### src/rtl/div_pkg.sv
// Constants shared by the divider controller and datapath: the remainder-register
// update select encoding and the default operand width.
package div_pkg;

  localparam int unsigned DIV_WIDTH = 8;

  typedef enum logic [1:0] {
    SEL_HOLD    = 2'b00,
    SEL_ALU     = 2'b01,
    SEL_RESTORE = 2'b10,
    SEL_DONE    = 2'b11
  } sel_e;

endpackage

### src/rtl/div_datapath_if.sv
// Control word from the divider controller plus the datapath's status/result
// returns. The controller drives the master side and the datapath is the slave.
interface div_datapath_if
  import div_pkg::*;
#(
  parameter int unsigned WIDTH = DIV_WIDTH
);

  logic [WIDTH-1:0] dividend_in;
  logic [WIDTH-1:0] divisor_in;
  logic             load;
  logic             add;
  logic [1:0]       sel;
  logic             shift;
  logic             inbit;
  logic             valid;
  logic             sign;
  logic [WIDTH-1:0] quotient;
  logic [WIDTH-1:0] remainder;
  logic             result_valid;
  logic             div_by_zero;
  logic             ctrl_err;

  modport master (
    output dividend_in, divisor_in, load, add, sel, shift, inbit, valid,
    input  sign, quotient, remainder, result_valid, div_by_zero, ctrl_err
  );

  modport slave (
    input  dividend_in, divisor_in, load, add, sel, shift, inbit, valid,
    output sign, quotient, remainder, result_valid, div_by_zero, ctrl_err
  );

endinterface

### src/rtl/div_addsub.sv
// WIDTH+1-bit add/subtract of the partial remainder and the zero-extended divisor.
module div_addsub
  import div_pkg::*;
#(
  parameter int unsigned WIDTH = DIV_WIDTH
) (
  input  logic [WIDTH:0]   a,
  input  logic [WIDTH-1:0] m,
  input  logic             add,
  output logic [WIDTH:0]   sum_c
);

  logic [WIDTH:0] m_ext;

  assign m_ext = {1'b0, m};
  assign sum_c = add ? (a + m_ext) : (a - m_ext);

endmodule

### src/rtl/div_datapath.sv
// Divider datapath: divisor, dividend/quotient and signed partial-remainder
// registers stepped by the controller's control word, plus latched results.
module div_datapath
  import div_pkg::*;
#(
  parameter int unsigned WIDTH = DIV_WIDTH
) (
  input  logic          clk,
  input  logic          reset,
  div_datapath_if.slave bus
);

  logic [WIDTH-1:0] m_q, m_d;
  logic [WIDTH-1:0] q_q, q_d;
  logic [WIDTH:0]   a_q, a_d;
  logic [WIDTH-1:0] quotient_q, quotient_d;
  logic [WIDTH-1:0] remainder_q, remainder_d;
  logic             result_valid_q, result_valid_d;
  logic             div_by_zero_q, div_by_zero_d;
  logic             ctrl_err_q, ctrl_err_d;

  sel_e             sel_c;
  logic             alu_add_c;
  logic [WIDTH:0]   alu_sum_c;
  logic             conflict_c;

  assign sel_c     = sel_e'(bus.sel);
  // Restore always adds, whatever the controller left on add
  assign alu_add_c = (sel_c == SEL_RESTORE) ? 1'b1 : bus.add;
  assign conflict_c = (bus.load && bus.shift) ||
                      (bus.shift && ((sel_c == SEL_ALU) || (sel_c == SEL_RESTORE)));

  div_addsub #(.WIDTH(WIDTH)) u_addsub (
    .a     (a_q),
    .m     (m_q),
    .add   (alu_add_c),
    .sum_c (alu_sum_c)
  );

  // Next-state: load > shift > sel for the working registers
  always_comb begin
    m_d            = m_q;
    q_d            = q_q;
    a_d            = a_q;
    quotient_d     = quotient_q;
    remainder_d    = remainder_q;
    result_valid_d = bus.valid;
    div_by_zero_d  = div_by_zero_q;
    ctrl_err_d     = ctrl_err_q;

    if (bus.load) begin
      m_d           = bus.divisor_in;
      q_d           = bus.dividend_in;
      a_d           = '0;
      div_by_zero_d = (bus.divisor_in == '0);
      ctrl_err_d    = 1'b0;
    end else if (bus.shift) begin
      a_d = {a_q[WIDTH-1:0], q_q[WIDTH-1]};
      q_d = {q_q[WIDTH-2:0], bus.inbit};
    end else begin
      case (sel_c)
        SEL_ALU, SEL_RESTORE: a_d = alu_sum_c;
        default:              a_d = a_q;
      endcase
    end

    // Results capture the registers as they stood before this edge
    if (bus.valid) begin
      quotient_d  = q_q;
      remainder_d = a_q[WIDTH-1:0];
    end

    if (conflict_c) begin
      ctrl_err_d = 1'b1;
    end
  end

  always_ff @(posedge clk) begin
    if (reset) begin
      m_q            <= '0;
      q_q            <= '0;
      a_q            <= '0;
      quotient_q     <= '0;
      remainder_q    <= '0;
      result_valid_q <= 1'b0;
      div_by_zero_q  <= 1'b0;
      ctrl_err_q     <= 1'b0;
    end else begin
      m_q            <= m_d;
      q_q            <= q_d;
      a_q            <= a_d;
      quotient_q     <= quotient_d;
      remainder_q    <= remainder_d;
      result_valid_q <= result_valid_d;
      div_by_zero_q  <= div_by_zero_d;
      ctrl_err_q     <= ctrl_err_d;
    end
  end

  assign bus.sign         = a_q[WIDTH];
  assign bus.quotient     = quotient_q;
  assign bus.remainder    = remainder_q;
  assign bus.result_valid = result_valid_q;
  assign bus.div_by_zero  = div_by_zero_q;
  assign bus.ctrl_err     = ctrl_err_q;

endmodule
### src/flat_wrapper.sv
// flat-port wrapper written by rule: the top's interface ports become plain ports
module div_datapath_flat import div_pkg::*;
#(
  parameter int unsigned WIDTH = DIV_WIDTH
)
  (clk, reset, bus_dividend_in, bus_divisor_in, bus_load, bus_add, bus_sel, bus_shift, bus_inbit, bus_valid, bus_sign, bus_quotient, bus_remainder, bus_result_valid, bus_div_by_zero, bus_ctrl_err);
  div_datapath_if #(.WIDTH(WIDTH)) bus_i ();
  input  logic clk;
  input  logic reset;
  input wire logic [$bits(bus_i.dividend_in)-1:0] bus_dividend_in;
  input wire logic [$bits(bus_i.divisor_in)-1:0] bus_divisor_in;
  input wire logic [$bits(bus_i.load)-1:0] bus_load;
  input wire logic [$bits(bus_i.add)-1:0] bus_add;
  input wire logic [$bits(bus_i.sel)-1:0] bus_sel;
  input wire logic [$bits(bus_i.shift)-1:0] bus_shift;
  input wire logic [$bits(bus_i.inbit)-1:0] bus_inbit;
  input wire logic [$bits(bus_i.valid)-1:0] bus_valid;
  output wire logic [$bits(bus_i.sign)-1:0] bus_sign;
  output wire logic [$bits(bus_i.quotient)-1:0] bus_quotient;
  output wire logic [$bits(bus_i.remainder)-1:0] bus_remainder;
  output wire logic [$bits(bus_i.result_valid)-1:0] bus_result_valid;
  output wire logic [$bits(bus_i.div_by_zero)-1:0] bus_div_by_zero;
  output wire logic [$bits(bus_i.ctrl_err)-1:0] bus_ctrl_err;
  assign bus_i.dividend_in = bus_dividend_in;
  assign bus_i.divisor_in = bus_divisor_in;
  assign bus_i.load = bus_load;
  assign bus_i.add = bus_add;
  assign bus_i.sel = bus_sel;
  assign bus_i.shift = bus_shift;
  assign bus_i.inbit = bus_inbit;
  assign bus_i.valid = bus_valid;
  assign bus_sign = bus_i.sign;
  assign bus_quotient = bus_i.quotient;
  assign bus_remainder = bus_i.remainder;
  assign bus_result_valid = bus_i.result_valid;
  assign bus_div_by_zero = bus_i.div_by_zero;
  assign bus_ctrl_err = bus_i.ctrl_err;
  div_datapath #(.WIDTH(WIDTH)) u_core (.clk(clk), .reset(reset), .bus(bus_i));
endmodule
### config.mk
export PLATFORM = sky130hd
export DESIGN_NAME = div_datapath_flat
export DESIGN_NICKNAME = d
export VERILOG_FILES = /design/src/rtl/div_pkg.sv /design/src/rtl/div_datapath_if.sv /design/src/rtl/div_addsub.sv /design/src/rtl/div_datapath.sv /design/src/flat_wrapper.sv
export SDC_FILE = /design/constraint.sdc
export NUM_CORES = 1
export LEC_CHECK = 0
export BUFFER_PORTS_ARGS = -buffer_cell sky130_fd_sc_hd__buf_2
export CAP_MARGIN = 5
export CORE_UTILIZATION = 35
export CTS_CLUSTER_SIZE = 20
export DETAILED_ROUTE_END_ITERATION = 7
export PLACE_DENSITY = 0.65
export SYNTH_ARGS = -nofsm -noshare
export SYNTH_HDL_FRONTEND = slang
export SYNTH_HIERARCHICAL = 1
export SYNTH_SLANG_ARGS = --single-unit
### constraint.sdc
create_clock -name clk -period 7.1 [get_ports clk]
set_clock_uncertainty 0.15 [all_clocks]
set_input_delay 1.775 -clock clk [delete_from_list [all_inputs] [get_ports clk]]
set_output_delay 1.775 -clock clk [all_outputs]
set_load 0.05 [all_outputs]
[Word level (Yosys, flattened, before mapping)]
Cells that the tools add are included.
Word-level totals
  bits in registers: 44
  output and inout port bits: 20
  input port bits: 25
Operators by class
  reduce and logical (&&, ||, !) cells: 10
  add/subtract/negate cells: 2
  muxes and demuxes: 8
  equal/unequal tests: 2
Operators with widths (number)
  2-to-1 mux 9 bit: 3
  2-to-1 mux 8 bit: 2
  adder 9 x 8 -> 9 bit: 1
  subtractor 9 x 8 -> 9 bit: 1
  zero test 8 bit: 1
  nonzero test 2 bit: 3
  OR reduction 2 bit: 2
  2-to-1 mux 1 bit: 3
  equality test 2 x 1 -> 1 bit (second input constant): 1
  equality test 2 bit (second input constant): 1
  logical AND 1 bit: 2
  logical OR 1 bit: 2

[Logic depth before layout (Yosys ltp)]
  depth after elaboration: 5
  mapped depth: 14

[By module]
Netlist, hierarchy kept.
By module, submodules not included
  div_datapath: cells each 170, times used 1, sequential area each 880.8 um^2, area each 1896.8 um^2
  div_addsub: cells each 71, times used 1, sequential area each 0.0 um^2, area each 505.5 um^2

[Least setup slack after synthesis]
Ideal clock, no wire load.
  path type: input-to-reg
  start: input port bus_sel[0]
  end: register u_core.a_q[6]
  required time: 6.832 ns
  setup slack: 2.664 ns
  stages on the path: 14
  library setup time: 0.118 ns
  data arrival time: 4.168 ns
  path through: inv_1 ha_1 or2_2 clkbuf_1 nor2_1 xor2_1 ha_1 nor2b_1 o31a_1 o21a_1 o31a_1 mux2_4 mux2i_1 nor2_1
On the way
  word-level cells in the longest chain between the ends: 5
  elaborated cells between the ends (all ways): 8
RTL lines
  start, declared: line flat_wrapper.sv:14  | input wire logic [$bits(bus_i.sel)-1:0] bus_sel;
  equality test 2 bit: line div_datapath.sv:29  | assign alu_add_c = (sel_c == SEL_RESTORE) ? 1'b1 : bus.add;
  2-to-1 mux 1 bit: line div_datapath.sv:29
  net u_core.alu_add_c: line div_datapath.sv:23  | logic alu_add_c;
  2-to-1 mux 9 bit: line div_addsub.sv:16  | assign sum_c = add ? (a + m_ext) : (a - m_ext);
  net u_core.alu_sum_c[6]: line div_datapath.sv:24  | logic [WIDTH:0] alu_sum_c;
  2-to-1 mux 9 bit: line div_datapath.sv:61  | case (sel_c)
  2-to-1 mux 9 bit: line div_datapath.sv:57  | end else if (bus.shift) begin
  end signal, assigned: line div_datapath.sv:82  | a_q <= '0;
  end signal, assigned: line div_datapath.sv:91  | a_q <= a_d;
  end, declared: line div_datapath.sv:15  | logic [WIDTH:0] a_q, a_d;
The timed path passes the listed nets, and every way through them passes these cells. The select of a mux whose other input is x is not followed.
A chain may end at the register's enable or synchronous reset.

[Final worst setup path]
  start: input port bus_sel[0]
  end: register u_core.a_q[8]
The elaborated chain is that of the path after synthesis.

==> summary.md <==
| Metric | Value |
|---|---|
| Fraction of the mapped netlist area in adder cells | 6.042% |
| Count of TritonRoute iterations in the first routing pass | 8 |
| Remaining antenna violation count after routing | 0 |
| Final estimated routing congestion in global placement | 0.7303 |
| GR Util All Layers | 13.65% |
| HPWL reported at the end of detailed placement | 3381 µm |
| Post-route core utilization | 42.05% |
| Worst Min Path Start | u_core/bus.div_by_zero |
| Standard-cell row count | 29 |
| Simple-gate share of the synthesized area | 11.67% |
| List of cells traversed by the critical path | buf_2 > inv_1 > ha_1 > or2_2 > mux2_2 > inv_1 > fa_1 > nor2b_1 > o31a_1 > o221ai_1 > xnor2_1 > mux2_4 > mux2i_1 > nor2_1 |
| Clock tree from TritonCTS | done |
| Via count of the first global-routing pass | 1724 |
| Cell occurring most often along the worst timing path | sky130_fd_sc_hd__inv_1 |
| Vias after detailed routing | 1767 |
| Post-route clock period utilization | 60.43% |
| Horiz. Die Dim | 84.85 µm |
| Worst Setup Path Type | in2reg |
| Min-Delay Path Class | reg2reg |
| Unrepaired setup endpoints after global routing | false |
| Kind of start point of the critical path | primary input |
| Area of the multi-input gates | 0.001368 mm² |
| Detailed-route vias per instance | 4.950 |
| Sequential fraction of the synthesis area | 36.67% |
| Synth Area in XOR/XNOR | 4.375% |
| Met2 Routed Length | 2160 µm |
| Warnings from Yosys | 6 |
| Floorplan core area | 0.006495 mm² |
| Remaining DRCs | 2 |
| Grt ovf | 0 |
| Combinational family with the most area after synthesis | multiplexers |
| Number of fill cells | 629 |
| Portion of netlist area occupied by mux cells | 28.18% |
| WP buf/inv | 3 |
| Wire length on met3 | 204 µm |
| Ratio of total power to cell area | 209.7 mW/mm² |
| Static power due to leakage | 1.353 nW |
| Most used flip-flop cell after synthesis | sky130_fd_sc_hd__dfxtp_1 |
| Commonest cells in the netlist | sky130_fd_sc_hd__nor2_1, sky130_fd_sc_hd__dfxtp_1, sky130_fd_sc_hd__mux2i_1 |
| Fmax | 0.2331 GHz |
| Netlist area before placement | 0.002402 mm² |
| Yosys cell types | 36 |
| Worst skew pair latency | 0.30 ns |
| Number of sinks on the clock net | 44 |
| First-pass GRT wire length | 7962 µm |
| Beginning of the critical path | bus_sel[0] |
| Critical Path RT | 7.11 ns |
| Clock transition at the registers of the reported paths | 0.08 ns |
| Number of I/O pins | 45 |
| Hold-fix buffer count after cts | 0 |
| Most common cell in the netlist | sky130_fd_sc_hd__nor2_1 |
| Largest net degree at the start of global routing | 37 |
| Syn Nets | 277 |
| Die footprint | 0.007199 mm² |
| Share of post-route cells with drive strength above 1 | 26.07% |
| Inserted Clock Buffers | 5 |
| Tmin final | 4.291 ns |
| Aggregate routed wire length | 4589 µm |
| Antenna diode count | 0 |
| Count of maximum capacitance violations | 0 |
| Share of the synthesized area in the top cell type | 36.67% |
| Post-synthesis sequential element count | 44 |
| Largest voltage drop on the vdd net | 0.0001282 V |
| Maximum number of buffers from clock root to sink | 2 |
| WP data arrival | 4.30 ns |
| Top routing layer used | met4 |
| Final Net Count | 315 |
| Hold path depth | 2 |
| Average instance area after synthesis | 9.968 µm² |
| Average wire per cell in the routed design | 12.85 µm |
| Rel. slew slack | 52.97% |
| Initial Util | 36.99% |
| CP top delay family | multiplexers |
| Post-Route Setup TNS | 0 ns |
| RR Startpoint | u_core/m_q[0] |
| Yosys top cell by area | sky130_fd_sc_hd__dfxtp_1 |
| Final setup violation count | 0 |
| Max incr delay on CP | 0.43 ns |
| Violated checks | design-rule violations |
| Result of the run | finished with violations |
| CP Depth | 14 |
| Synth top area cells | sky130_fd_sc_hd__dfxtp_1, sky130_fd_sc_hd__mux2i_1, sky130_fd_sc_hd__mux2_4 |
| Async set-or-reset flop fraction in the synthesized netlist | 0% |
| Cell with the biggest individual delay on the critical path | sky130_fd_sc_hd__fa_1 |
| Cells on worst reg2reg path | 12 |
| Number of instances in the synthesized netlist | 241 |
| FF+latch area | 880.8 µm² |
| Compound-gate portion of the synthesized area | 6.667% |
| H-Tree Level Count | 2 |
| Biggest fanout along the worst timing path | 8 |
| Post-CTS setup buffer count | 0 |
| Post-synth EDFFs | 0 |
| Post-synthesis to final-layout area growth | 13.70% |
| Total count of max-transition violations in the final report | 0 |
| Die H | 84.85 µm |
| CTS-repair resized insts | 0 |
| Type of destination of the critical path | register |
| Transition time at the pin with the least slew margin | 0.7054 ns |
| Number of buffers inserted by port buffering | 44 |
| Antenna violations before repair | 0 |
| Cell at the root of the clock tree | sky130_fd_sc_hd__clkbuf_8 |
| Number of endpoints with negative hold slack in the final report | 0 |
| Detailed-routing wirelength on met1 | 2134 µm |
| First-iteration detailed-routing DRC count | 124 |
## state kept, by name (all words and copies together) (netlist names)
register	count
u_core/a_q	9
u_core/bus.quotient	8
u_core/bus.remainder	8
u_core/m_q	8
u_core/q_q	8
u_core/bus.ctrl_err	1
u_core/bus.div_by_zero	1
u_core/bus.result_valid	1
## worst paths after layout
path	endpoint	slack, ns
setup / recovery	u_core/a_q[8]	2.81
hold / removal	u_core/bus.div_by_zero	0.32
setup reg to reg	u_core/a_q[6]	4.20
hold reg to reg	u_core/bus.div_by_zero	0.32
## per-layer routing
layer / vias up / GRT usage, %
met3: 10 / 3.113
met4: 0 / 5.085
met2: 40 / 23.50
met5: - / 0
met1: 823 / 16.67
li1: 894 / -
## cells in the final DEF, fill, tap and decap left out, types with 7 or more instances in the layout
cell type and instances:
sky130_fd_sc_hd__inv_1 12, sky130_fd_sc_hd__xnor2_1 7, sky130_fd_sc_hd__dfxtp_1 44, sky130_fd_sc_hd__nor2_1 50, sky130_fd_sc_hd__mux2i_1 41, sky130_fd_sc_hd__mux2_4 17
sky130_fd_sc_hd__buf_2 44, sky130_fd_sc_hd__ha_1 10, sky130_fd_sc_hd__a21oi_1 7
## worst min-delay path, delay by kind of cell, from the launching register on
kind            cells  cell delay (ns)
compound gates      1             0.05
buf+inv             1             0.06
flops               1             0.32
## power breakdown
group	internal [mW]	switching [mW]
clock	0.115	0.0856
combinational	0.0515	0.0554
sequential	0.257	0.00876
## area by class of cell
cell class | instances | share of cell area [%]
sequential | 44 | 32.25
clock buffer | 6 | 3.023
multi-input combinational | 172 | 50.07
clock inverter | 2 | 1.420
timing repair buffer | 44 | 8.062
tap | 77 | 3.527
inverter | 12 | 1.649
## per-stage QoR
stage / power, mW / setup slack [ns] / hold WS, ns / area (µm²) / std cells
final: 0.5729 / 2.809 / 0.3152 / 2731 / 357
after global routing: 0.5998 / 2.575 / 0.3413 / 2731 / 357
after CTS: 0.5809 / 2.817 / 0.3192 / 2731 / 357
after detailed placement: 0.3790 / 2.508 / 0.3058 / 2610 / 349
after global placement: 0.3764 / 2.550 / 0.3040 / 2610 / 349
after floorplan: 0.3599 / 2.664 / 0.3104 / 2402 / 241
## cell families after synthesis
kind of cell,Yosys count
AO/OA/AOI/OAI,25
adder cells (fa/ha/maj),11
AND/OR/NAND/NOR,65
flip-flops,44
multiplexers,59
buffers and inverters,25
XOR/XNOR,12
(Power assumes the default switching activity.)
